### src/rtl/uart_tx_arbiter.sv
// Round-robin arbiter sharing one uart_tx serializer between NUM_REQ producers.
// Supports per-requester packet locking and flags launches that never see busy.
module uart_tx_arbiter #(
  parameter int NUM_REQ      = 4,
  parameter int BUSY_TIMEOUT = 8
) (
  input  logic                       clk,
  input  logic                       rst_n,
  input  logic [NUM_REQ-1:0]         req_valid,
  input  logic [8*NUM_REQ-1:0]       req_data,
  input  logic [NUM_REQ-1:0]         req_lock,
  output logic [NUM_REQ-1:0]         req_ack,
  output logic                       tx_start,
  output logic [7:0]                 tx_data,
  input  logic                       tx_busy,
  output logic [$clog2(NUM_REQ)-1:0] grant_id,
  output logic                       active,
  output logic                       err_timeout
);

  localparam int IW = $clog2(NUM_REQ);
  localparam int CW = $clog2(BUSY_TIMEOUT) + 1;

  typedef enum logic [1:0] {
    IDLE,
    WAIT_BUSY,
    WAIT_DONE
  } state_t;

  state_t        state;
  logic [IW-1:0] rr_ptr;
  logic          lock_hold;
  logic [CW-1:0] cnt;
  logic [IW-1:0] sel;
  int            j;

  function automatic logic [IW-1:0] nxt(input logic [IW-1:0] id);
    return (int'(id) == NUM_REQ - 1) ? '0 : id + IW'(1);
  endfunction

  // Lowest offset from rr_ptr wins; a held lock overrides while still valid.
  always_comb begin
    sel = rr_ptr;
    j   = 0;
    if (lock_hold && req_valid[grant_id]) begin
      sel = grant_id;
    end else begin
      for (int k = NUM_REQ - 1; k >= 0; k--) begin
        j = (int'(rr_ptr) + k) % NUM_REQ;
        if (req_valid[j]) sel = IW'(j);
      end
    end
  end

  always_ff @(posedge clk) begin
    if (!rst_n) begin
      state       <= IDLE;
      tx_start    <= 1'b0;
      tx_data     <= '0;
      req_ack     <= '0;
      grant_id    <= '0;
      active      <= 1'b0;
      err_timeout <= 1'b0;
      rr_ptr      <= '0;
      lock_hold   <= 1'b0;
      cnt         <= '0;
    end else begin
      tx_start    <= 1'b0;
      req_ack     <= '0;
      err_timeout <= 1'b0;
      case (state)
        IDLE: begin
          if (lock_hold && !req_valid[grant_id])
            lock_hold <= 1'b0;
          if (!tx_busy && |req_valid) begin
            tx_start <= 1'b1;
            tx_data  <= req_data[{sel, 3'b000} +: 8];
            req_ack  <= NUM_REQ'(1) << sel;
            grant_id <= sel;
            cnt      <= '0;
            active   <= 1'b1;
            state    <= WAIT_BUSY;
          end
        end
        WAIT_BUSY: begin
          if (tx_busy) begin
            state <= WAIT_DONE;
          end else if (cnt == CW'(BUSY_TIMEOUT - 1)) begin
            // Byte is dropped; move on so one dead launch cannot stall others.
            err_timeout <= 1'b1;
            rr_ptr      <= nxt(grant_id);
            lock_hold   <= 1'b0;
            active      <= 1'b0;
            state       <= IDLE;
          end else if (cnt != '1) begin
            cnt <= cnt + CW'(1);
          end
        end
        WAIT_DONE: begin
          if (!tx_busy) begin
            state     <= IDLE;
            active    <= 1'b0;
            lock_hold <= req_lock[grant_id];
            if (!req_lock[grant_id])
              rr_ptr <= nxt(grant_id);
          end
        end
        default: begin
          state  <= IDLE;
          active <= 1'b0;
        end
      endcase
    end
  end

endmodule

### config.mk
export PLATFORM = sky130hd
export DESIGN_NAME = uart_tx_arbiter
export DESIGN_NICKNAME = d
export VERILOG_FILES = /design/src/rtl/uart_tx_arbiter.sv
export SDC_FILE = /design/constraint.sdc
export NUM_CORES = 1
export LEC_CHECK = 0
export BUFFER_PORTS_ARGS = -buffer_cell sky130_fd_sc_hd__buf_2
export CORE_MARGIN = 1.5
export CORE_UTILIZATION = 47
export CTS_CLUSTER_DIAMETER = 80
export CTS_CLUSTER_SIZE = 40
export DETAILED_ROUTE_END_ITERATION = 7
export PLACE_DENSITY = 0.76
export SLEW_MARGIN = 0
export SYNTH_ARGS = -nofsm -noshare
export SYNTH_HDL_FRONTEND = slang
export SYNTH_SLANG_ARGS = --single-unit
export TNS_END_PERCENT = 10
### constraint.sdc
create_clock -name clk -period 2.55 [get_ports clk]
set_input_delay 0.3825 -clock clk [delete_from_list [all_inputs] [get_ports clk]]
set_output_delay 0.3825 -clock clk [all_outputs]
set_load 0.02 [all_outputs]
# == Word-level counts from Yosys, hierarchy flattened ==
# Index checks and enable logic that the tools add are counted.
# classes
n_reduce_logical,22
bitwise,5
n_addsub,5
div,0
magnitude_cmp,5
multipliers,0
n_eq_ne,14
n_shift,2
n_mux,46
# op_table
cell,count
$shiftx A32 B6 Y8,1
$mux W2,14
$mux W1,17
$mux W4,4
$ne A2 B2 Y1 const B,8
$reduce_and A5 Y1,3
$bmux W1 S2,6
$lt A3 B4 Y1 const B,3
$pmux W4 S2,1
$lt A2 B3 Y1 const B,2
$pmux W1 S3,2
$pmux W2 S3,1
$reduce_and A3 Y1,2
$reduce_or A2 Y1,3
$add A2 B1 Y2 const B,2
$add A2 B2 Y2 const B,2
$add A4 B1 Y4 const B,1
$eq A2 B1 Y1 const B,2
$eq A4 B3 Y1 const B,1
$ne A4 B4 Y1 const B,1
$pmux W2 S2,1
$reduce_and A2 Y1,2
$reduce_and A4 Y1,1
$reduce_bool A2 Y1,2
11 further kinds,17
# word_totals
ff_bits,26
ramBits,0
n_memories,0
romBits,0
latch_bits,0

# == Depth between registers and ports, before layout ==
# Gate-level depths: netlist of the first run.
# depth
ltp_word,12
depth_mapped,9
ltp_nobuf,7

# == Least setup slack after synthesis of the first run ==
# No wires, ideal clock.
# synth_path
path_kind,reg-to-reg
from,reg grant_id[1]
to,reg tx_data[5]
arrival_ns,2.416
path_slack_ns,0.018
required_time_ns,2.434
setup_ns,0.116
stages_incl_launch_ff,10
path_cell_list,dfxtp_1 -> clkbuf_1 -> mux2_2 -> and3b_1 -> clkbuf_1 -> o21ai_0 -> and2_1 -> clkbuf_1 -> o211ai_1 -> o211a_1
# synth_between
elab_chain_len,5
# synth_lines
item,line,text
from (decl),16,"output logic [$clog2(NUM_REQ)-1:0] grant_id,"
from (signal assigned),79,grant_id <= sel;
$bmux W1 S2,45,if (lock_hold && req_valid[grant_id]) begin
$mux W1 (not written as such),45,
$logic_and A1 B1 Y1,45,
$mux W2 (*),45,
$shiftx A32 B6 Y8 (*),77,"tx_data <= req_data[{sel, 3'b000} +: 8];"
to (signal assigned),77,
to (decl),14,"output logic [7:0] tx_data,"
# Mark *: on every way between the ends. The rest lies on a longest branch, timed or not. The select of a mux whose other input is x is not followed.
# A chain may end at the register's enable or synchronous reset.

# == Worst setup path after layout of the first run ==
# layout_path
from,reg rr_ptr[0]
to,reg tx_data[4]
# layout_between
elab_chain_len,10
word_cells_on_any_way,20
classes_between,3 x add/sub; 1 x shift; 16 x mux
# layout_lines
item,line,text
from (decl),31,logic [IW-1:0] rr_ptr;
from (signal assigned),91,rr_ptr <= nxt(grant_id);
from (signal assigned),105,rr_ptr <= nxt(grant_id);
$add A2 B2 Y2,49,j = (int'(rr_ptr) + k) % NUM_REQ;
$bmux W1 S2,50,if (req_valid[j]) sel = IW'(j);
$mux W1 (not written as such) (2 in series),50,
$mux W2 (3 in series),50,
$mux W2 (*),50,
$mux W2 (*),45,
$shiftx A32 B6 Y8 (*),77,
# Marks and branches as above.

==> results.yml, run 1 <==
power:
  p_per_area_mw_per_mm2: 512
  ir_worst_vdd_mv: 0.265
  p_sw_mw: 0.486
  swShare_pct: 34.4
  p_seq_share_pct: 33.3
  intPower_mw: 0.927
  comb_power_share_pct: 41.9
  power_frac_clock_pct: 24.8
  p_leak_nw: 1.15
clock_network:
  clkTransAtPathRegs_ns: 0.10
  clock_path_buffers: 2
  cts_tree: "yes"
  cts_max_level: 1
  ctsRootBufferMaster: "clkbuf_8"
  numCtsBuffers: 3
  hold_buffers: 0
  cts_num_sinks: 26
  post_cts_resized: 0
  cts_setup_buffers: 0
  clock_latency_ns: 0.28
yosys:
  syn_area_mm2: 0.00208
  synthFlopType: "dfxtp_1"
  syn_area_per_cell_um2: 7.89
  yosysWarningCount: 0
  async_flop_share_pct: 0
  ys_seq_area_share_pct: 25.0
  synth_nets: 309
  synthCells: 264
  synth_cell_type_count: 48
  synth-edff-count: 0
  synth-seq-cells: 26
cells_and_area:
  layout_common_cells: "59 x buf_2, 40 x buf_4, 26 x dfxtp_1, 20 x nand2_1, 16 x nor2_1"
  synthToLayoutAreaGrowth_pct: 32.6
  stdcell_count: 395
  final_cell_area_mm2: 0.00276
  antennaDiodeCount: 0
  nets: 389
  layout.cells.most_common: "buf_2"
  drive_gt1_share_pct: 35.9
timing:
  relSlewSlack_pct: 64.9
  rsz0062_at_grt: "true"
  worstMarginPinSlew_ns: 0.521
  finalCritPeriodShare_pct: 95.9
  setup_slack_ns: 0.104
  fin_worst_skew_ns: 0.00888
  final.setup.tns_ns: 0
  drv_slew: 0
  fmax_mhz: 409
  setup_viol: 0
  hold_viol_final: 0
  fin_crit_ns: 2.45
  whs_ns: 0.391
place:
  dpl_worst_slack_ns: -0.117
  place_area_mm2: 0.00267
  portBuffers: 59
  place_congestion: 0.845
  dp_cells: 391
  hpwl_um: 4850
grt:
  grt_pass1_wl_um: 11000
  grt_overflow: 0
  grt_util_all_layers_pct: 27.5
  grt_pass1_vias: 2402
  antenna_found_initial: 0
  grt_max_degree: 26
drt:
  drtPass1Iterations: 6
  ant_nets: 0
  vias: 2520
  drt_iter0_markers: 157
  wirelength_um: 6640
  routed_via_density: 6.38
  drcViolationCount: 0
  routedWlPerCell_um: 16.8
worst_setup_path:
  crit_required_ns: 2.69
  arrival_ns: 2.59
  crit_path_end_kind: "register"
  worstSetupPathType: "reg -> reg"
  critPathMaxFanout: 4
  critical_path.startpoint_type: "register"
outcome:
  status: "finished, final reports clean"
floorplan:
  pin_count: 60
  rows: 24
  dieHeight_um: 69.6
  initial_utilization_pct: 48.5
  die_x_um: 69.6
  die-area_mm2: 0.00484
  core_mm2: 0.00429
job:
  cap_violations: 0
hold_path:
  hold_path_class: "in -> reg"
==> cell usage after synthesis, types with 2 or more instances <==
cell | n | area [um2]
a2111oi_0 | 5 | 43.8
a211oi_1 | 15 | 113
a21boi_0 | 6 | 45.0
a21oi_1 | 14 | 70.1
a221o_1 | 3 | 30.0
a221oi_1 | 7 | 61.3
a32o_1 | 6 | 60.1
and2_1 | 3 | 18.8
buf_2 | 2 | 10.0
clkbuf_1 | 22 | 82.6
dfxtp_1 | 26 | 521
ha_1 | 2 | 25.0
inv_1 | 4 | 15.0
mux2_2 | 10 | 113
mux2i_1 | 5 | 50.1
nand2_1 | 20 | 75.1
nand2b_1 | 2 | 12.5
nand3_1 | 9 | 45.0
nand3b_1 | 3 | 22.5
nand4_1 | 6 | 37.5
nor2_1 | 16 | 60.1
nor2b_1 | 9 | 56.3
nor3_1 | 8 | 40.0
nor4_1 | 5 | 31.3
o2111ai_1 | 8 | 70.1
o211a_1 | 3 | 30.0
o211ai_1 | 9 | 67.6
o21a_1 | 2 | 15.0
o21ai_0 | 13 | 65.1
o311ai_0 | 2 | 17.5
xnor2_1 | 2 | 17.5
==> power by group through the flow <==
stage | clock network, mW | logic, mW | registers (mW)
6_report | 0.351 | 0.592 | 0.471
5_1_grt | 0.368 | 0.639 | 0.475
4_1_cts | 0.352 | 0.570 | 0.470
3_5_place_dp | 0 | 0.566 | 0.479
3_3_place_gp | 0 | 0.556 | 0.478
2_1_floorplan | 0 | 0.310 | 0.499
==> logic make-up after synthesis <==
group	count (synthesis)	share of synthesized area, %
mux	16	8.89
flops	26	25.0
compound gates	100	36.2
simple gates	88	21.8
buf+inv	29	5.71
fa+ha+maj	2	1.20
xor+xnor	3	1.26
==> stage by stage <==
step | power (mW) | utilization [%]
floorplan | 0.809 | -
CTS | 1.39 | 63.9
global placement | 1.03 | 62.2
detailed placement | 1.04 | 62.2
finish | 1.41 | 64.3
global route | 1.48 | 64.3
==> worst paths after layout <==
kind | from | end | slack (ns) | depth (start not counted)
setup / recovery | rr_ptr[0]$_SDFFE_PN0P_ | tx_data[4]$_SDFFE_PN0P_ | 0.10 | 6
hold / removal | tx_busy | err_timeout$_SDFF_PP0_ | 0.39 | 2
setup reg to reg | rr_ptr[0]$_SDFFE_PN0P_ | tx_data[4]$_SDFFE_PN0P_ | 0.10 | 6
hold reg to reg | cnt[3]$_SDFFE_PN0P_ | cnt[3]$_SDFFE_PN0P_ | 0.52 | 2
==> state kept, by name, summed over array words and instances, names as in the netlist <==
name         flops
grant_id         2
rr_ptr           2
tx_start         1
active           1
state            2
cnt              4
lock_hold        1
tx_data          8
req_ack          4
err_timeout      1
==> worst max-delay path: stages, from the launching register on <==
cell,delay [ns]
dfxtp_1,0.39
mux4_2,0.56
or3_1,0.41
a32o_1,0.30
a2111oi_2,0.42
buf_4,0.17
a211oi_1,0.05
==> layer usage <==
layer	global-route usage, %	vias up	wire, um
li1	-	1195	-
met1	36.5	1180	2840
met2	46.2	124	3140
met3	2.47	21	488
met4	10.7	0	178
met5	0	-	0
==> area by class of cell <==
cell class / count / area (um2)
tap: 52 / 65.1
multi-input combinational: 209 / 1470
timing repair buffer: 100 / 616
sequential: 26 / 520
inverter: 4 / 15.0
fill: 381 / 1530
clock inverter: 1 / 30.0
clock buffer: 3 / 41.3
(Power assumes the default switching activity.)
==> inputs of run 2 (changes only) <==
Settings changed: ABC_AREA set to 1, CORE_UTILIZATION 47 to 46.
Clock period 2.55 ns to 2.1 ns, I/O delays scaled along.
==> run 2 against run 1 <==
Net effect:
- first-iteration DRC count down 36%
- global-route usage down 7.7 points
- critical endpoint is now tx_data[2]$_SDFFE_PN0P_
- synthesized cell count up 8.7%
- hold slack worse by 0.19 ns
- routed wire length down 37%
- via count down 24%
==> results.yml, run 2 <==
grt:
  grt.met2_usage_pct: 36.6
  grt_overflow: 0
  grt_pass1_wl_um: 6970
  grtUsageMet3_pct: 3.72
  grt_util_all_layers_pct: 19.8
  use_met1_pct: 23.7
  grt.busiest_layer: "met2"
  grt_pass1_vias: 1690
  grt_max_degree: 21
  antenna_found_initial: 0
clock_network:
  cts_num_sinks: 26
  clkTransAtPathRegs_ns: 0.09
  cts_max_level: 1
  clock_path_buffers: 2
  cts_tree: "yes"
  clock_latency_ns: 0.27
  numCtsBuffers: 3
  ctsRootBufferMaster: "clkbuf_8"
timing:
  relSlewSlack_pct: 71.8
  finalCritPeriodShare_pct: 88.8
  whs_ns: 0.206
  hold_viol_final: 0
  fin_crit_ns: 1.86
  fin_worst_skew_ns: 0.00846
  worstMarginPinSlew_ns: 0.422
  final.setup.tns_ns: 0
  setup_viol: 0
  drv_slew: 0
  fmax_mhz: 536
  rsz0062_at_grt: "false"
yosys:
  synth-seq-cells: 26
  synth_nets: 332
  ys_seq_area_share_pct: 27.7
  yosysWarningCount: 0
  synth_commonest_cells: "59 x inv_1, 53 x nand2_1, 47 x nand3_1"
  async_flop_share_pct: 0
  syn_area_mm2: 0.00188
  synth_cell_type_count: 32
  syn_area_per_cell_um2: 6.56
  synth-edff-count: 0
  synthCells: 287
  yosys.area.top_type: "dfxtp_1"
  synthFlopType: "dfxtp_1"
  synth.most_common_cell: "inv_1"
  synth_top_area_share_pct: 27.7
  synthTopCellsByArea: "dfxtp_1 28%, nand3_1 13%, inv_1 12%"
place:
  hpwl_um: 3330
  place_congestion: 0.789
  portBuffers: 59
drt:
  routedWlPerCell_um: 10.6
  ant_nets: 0
  drtPass1Iterations: 4
  drt_iter0_markers: 100
  drcViolationCount: 0
  vias: 1917
  routed_via_density: 4.84
  wirelength_um: 4190
power:
  swShare_pct: 43.0
  p_seq_share_pct: 29.3
  intPower_mw: 1.28
  p_per_area_mw_per_mm2: 990
  comb_power_share_pct: 52.3
  p_leak_nw: 1.31
  p_sw_mw: 0.964
  ir_worst_vdd_mv: 0.477
  power_frac_clock_pct: 18.4
cells_and_area:
  fin_util_pct: 56.9
  top_register: "tx_data"
  synthToLayoutAreaGrowth_pct: 20.1
  antennaDiodeCount: 0
  largest_reg_flops: 8
  nets: 392
  layout_common_cells: "59 x inv_1, 59 x buf_2, 53 x nand2_1, 47 x nand3_1, 25 x dfxtp_1"
  drive_gt1_share_pct: 31.8
  largest_registers: "tx_data x8, cnt x4, req_ack x4"
floorplan:
  initial_utilization_pct: 47.4
  core_mm2: 0.00397
  rows: 23
  dieHeight_um: 67.0
  pin_count: 60
  die_x_um: 67.0
  die-area_mm2: 0.00448
hold_path:
  hold_path_depth: 2
  holdPathEnd: "err_timeout$_SDFF_PP0_"
  worstHoldStart: "tx_busy"
  hold_path_class: "in -> reg"
worst_setup_path:
  crit_path_end_kind: "register"
  r2r_end: "tx_data[2]$_SDFFE_PN0P_"
  crit_required_ns: 2.28
  worstSetupPathType: "reg -> reg"
  critPathMaxFanout: 16
  reg2regPathDepth: 16
  r2r-start: "rr_ptr[1]$_SDFFE_PN0P_"
  arrival_ns: 2.04
  critical_path.startpoint_type: "register"
  regToRegSetupSlack_ns: 0.24
outcome:
  status: "finished, final reports clean"
job:
  cap_violations: 0
-- run 2: cell type report --
cell class / instances / area, um2
clock buffer: 3 / 41.3
clock inverter: 1 / 30.0
fill: 392 / 1710
inverter: 67 / 273
timing repair buffer: 63 / 325
sequential: 26 / 522
tap: 50 / 62.6
multi-input combinational: 186 / 1010
-- run 2: worst max path at each step --
| stage | startpoint | to | slack (ns) | cells past startpoint |
|---|---|---|---|---|
| final | rr_ptr[1]$_SDFFE_PN0P_ | tx_data[2]$_SDFFE_PN0P_ | 0.24 | 16 |
| after floorplan | grant_id[0]$_SDFFE_PN0P_ | tx_data[0]$_SDFFE_PN0P_ | 0.34 | 12 |
| after CTS | grant_id[0]$_SDFFE_PN0P_ | tx_data[1]$_SDFFE_PN0P_ | 0.16 | 11 |
| after detailed placement | grant_id[0]$_SDFFE_PN0P_ | tx_data[1]$_SDFFE_PN0P_ | 0.19 | 11 |
| after global placement | grant_id[0]$_SDFFE_PN0P_ | tx_data[2]$_SDFFE_PN0P_ | 0.22 | 11 |
| after global routing | rr_ptr[1]$_SDFFE_PN0P_ | tx_data[5]$_SDFFE_PN0P_ | 0.03 | 16 |
-- run 2: critical path: stages, from the launching register on --
cell and delay [ns]:
dfxtp_1 0.43, inv_1 0.14, nand2_1 0.09, nand2_1 0.06, nand2_1 0.08, nand2_1 0.05, nand2_1 0.07, nand2_2 0.06
nand2_2 0.06, nand2_2 0.06, nand3_4 0.07, buf_4 0.21, nand3_1 0.10, nand3_2 0.09, nand3_1 0.10, nand2_1 0.08
inv_1 0.03
-- run 2: metrics by stage --
step | area [um2] | instances | total power, mW | setup WS [ns]
finish | 2260 | 396 | 2.24 | 0.236
floorplan | 1880 | 287 | 1.65 | 0.343
detailed placement | 2190 | 392 | 1.84 | 0.186
global placement | 2190 | 392 | 1.82 | 0.219
global route | 2260 | 396 | 2.41 | 0.0305
CTS | 2260 | 396 | 2.25 | 0.157
-- run 2: repair_timing --
action | CTS | global route
resized for setup | 0 | 1
setup endpoints to repair | 0 | 5
hold buffers | 0 | 0
endpoints found under the hold margin | 0 | 0
buffers inserted | 0 | 0
-- run 2: kinds of logic after synthesis --
group / synth area share [%]
buffers and inverters: 18.8
adders and majority gates: 1.33
AOI/OAI and AO/OA: 10.7
and+or+nand+nor: 41.5
DFF: 27.7
-- run 2: metal layers --
| metal | part of all wire, % | vias to the layer above |
|---|---|---|
| met1 | 46 | 850 |
| met2 | 49 | 48 |
| met4 | 0.86 | 0 |
| li1 | - | 1015 |
| met3 | 4.6 | 4 |
| met5 | 0 | - |
-- run 2: power groups by stage --
stage | logic (mW) | clock network [mW] | registers, mW
after floorplan | 0.922 | 0 | 0.729
after global placement | 1.16 | 0 | 0.665
final | 1.17 | 0.411 | 0.656
after detailed placement | 1.18 | 0 | 0.665
after CTS | 1.18 | 0.417 | 0.656
after global routing | 1.31 | 0.434 | 0.668
==> inputs of run 3 (changes only) <==
Settings changed: CELL_PAD_IN_SITES_DETAIL_PLACEMENT set to 0, CELL_PAD_IN_SITES_GLOBAL_PLACEMENT set to 1, CORE_UTILIZATION 46 to 31, PLACE_DENSITY 0.76 to unset, PLACE_DENSITY_LB_ADDON set to 0.1.
==> run 3 against run 2 <==
Net effect:
- hold slack worse by 0.0032 ns
- cell area up 1.4%
- register-to-register slack about the same
- fmax down 0.72%
- clock power down 30%
- setup slack worse by 0.014 ns
- sequential share of layout area down 0.33 points
- flip-flop and latch count unchanged
- critical path type unchanged
- critical endpoint is now tx_data[7]$_SDFFE_PN0P_
- largest cell class unchanged
==> results.yml, run 3 (synthesis gave the netlist of run 2 again) <==
cells_and_area:
  nets: 395
  synthToLayoutAreaGrowth_pct: 21.9
  largest_reg_flops: 8
  top_register: "tx_data"
  drive_gt1_share_pct: 32.2
  stdcell_count: 423
  fill_cells: 678
  largest_registers: "tx_data x8, cnt x4, req_ack x4"
  antennaDiodeCount: 0
  layout_common_cells: "59 x inv_1, 59 x buf_2, 53 x nand2_1, 47 x nand3_1, 25 x dfxtp_1"
worst_setup_path:
  cp_num_cells: 16
  critPathSlowestCell: "dfxtp_1"
  critPathMaxFanout: 16
  critical_path.top_delay_family: "simple AND/OR/NAND/NOR gates"
  arrival_ns: 2.05
  path_cells: "inv_1, nand2_1, nand2_1, nand2_1, nand2_1, nand2_1, nand2_2, nand2_2, nand2_2, nand3_4, buf_4, nand3_1, nand3_2, nand3_1, nand2_1, inv_1"
  regToRegSetupSlack_ns: 0.22
  startpoint: "rr_ptr[1]$_SDFFE_PN0P_"
  r2r_end: "tx_data[7]$_SDFFE_PN0P_"
  critical_path.startpoint_type: "register"
  crit_path_end_kind: "register"
  slowest_delay_ns: 0.42
  worstSetupPathType: "reg -> reg"
  endpoint: "tx_data[7]$_SDFFE_PN0P_"
  cp_common_cell: "nand2_1"
  crit_required_ns: 2.28
  crit_buf_inv: 3
  r2r-start: "rr_ptr[1]$_SDFFE_PN0P_"
  reg2regPathDepth: 16
grt:
  grt_max_degree: 21
  grt_pass1_wl_um: 7640
  grt_overflow: 0
  antenna_found_initial: 0
  grt_pass1_vias: 1702
  grt_util_all_layers_pct: 15.0
place:
  place_congestion: 0.844
  portBuffers: 59
  dp_cells: 420
  hpwl_um: 3690
drt:
  vias: 1899
  ant_nets: 0
  routed_via_density: 4.49
  wirelength_um: 4640
  drcViolationCount: 0
  drt_iter0_markers: 49
  drtPass1Iterations: 6
  routedWlPerCell_um: 11.0
clock_network:
  cts_max_level: 1
  clkTransAtPathRegs_ns: 0.09
  cts_setup_buffers: 0
  numCtsBuffers: 3
  cts_num_sinks: 26
  clock_path_buffers: 2
  clock_latency_ns: 0.27
  ctsRootBufferMaster: "clkbuf_8"
  cts_tree: "yes"
power:
  p_per_area_mw_per_mm2: 939
  ir_worst_vdd_mv: 0.319
  swShare_pct: 45.7
  intPower_mw: 1.17
  p_leak_nw: 1.31
  power_mw: 2.15
  power_frac_clock_pct: 13.3
  p_sw_mw: 0.984
  p_seq_share_pct: 30.0
  comb_power_share_pct: 56.8
timing:
  fin_crit_ns: 1.88
  finalCritPeriodShare_pct: 89.4
  setup_viol: 0
  worstMarginPinSlew_ns: 0.347
  relSlewSlack_pct: 76.8
  drv_slew: 0
  fin_worst_skew_ns: 0.00351
  final.setup.tns_ns: 0
  rsz0062_at_grt: "false"
  fmax_mhz: 533
  hold_viol_final: 0
floorplan:
  die_x_um: 80.9
  pin_count: 60
  rows: 28
  initial_utilization_pct: 32.0
  dieHeight_um: 80.9
  core_mm2: 0.00589
  die-area_mm2: 0.00655
outcome:
  status: "finished, final reports clean"
hold_path:
  hold_path_class: "in -> reg"
job:
  cap_violations: 0
## run 3: cell types whose count changed in the layout (fill, tap and decap cells not counted)
cell and delta:
nand2_8 +1, bufinv_16 -1, nand2_4 -1, buf_4 +3
## run 3: how the worst min path moves through the flow
stage	from	to	cells past startpoint
2_1_floorplan	tx_busy	err_timeout$_SDFF_PP0_	1
3_3_place_gp	active$_SDFFE_PN0P_	active$_SDFFE_PN0P_	2
3_5_place_dp	active$_SDFFE_PN0P_	active$_SDFFE_PN0P_	2
4_1_cts	tx_busy	err_timeout$_SDFF_PP0_	2
5_1_grt	tx_busy	err_timeout$_SDFF_PP0_	2
6_report	tx_busy	err_timeout$_SDFF_PP0_	2
## run 3: stage by stage
step	worst slack [ns]	hold slack (ns)	cell area, um2	utilization, %
floorplan	0.343	0.391	1880	-
global placement	0.0998	0.466	2240	38.1
detailed placement	0.112	0.475	2240	38.1
CTS	0.0866	0.196	2280	38.8
global route	0.00158	0.196	2290	39.0
finish	0.222	0.203	2290	39.0
## run 3: routing by layer
metal,part of all wire (%),vias to the layer above,global-route usage (%)
met1,45,830,19.5
met4,0.91,0,3.62
met3,5.4,4,3.48
met2,48,47,25.1
met5,0,-,0
li1,-,1018,-
## run 3: cell type report
type | count | area (um2) | share of cell area, %
clock buffer | 3 | 41.3 | 1.80
inverter | 67 | 273 | 11.9
multi-input combinational | 186 | 1020 | 44.3
sequential | 26 | 522 | 22.7
tap | 75 | 93.8 | 4.09
timing repair buffer | 66 | 348 | 15.2
## run 3: timing repair
action                                  4_1_cts  5_1_grt
hold endpoints to repair                      0        0
resized for setup                             0        2
endpoints found under the setup margin        0        4
hold buffers                                  0        0
## run 3: power groups by stage
stage / registers [mW] / clock network [mW] / logic (mW)
after floorplan: 0.729 / 0 / 0.922
after global placement: 0.660 / 0 / 1.23
after detailed placement: 0.659 / 0 / 1.23
after CTS: 0.648 / 0.305 / 1.23
after global routing: 0.661 / 0.320 / 1.38
final: 0.646 / 0.286 / 1.22
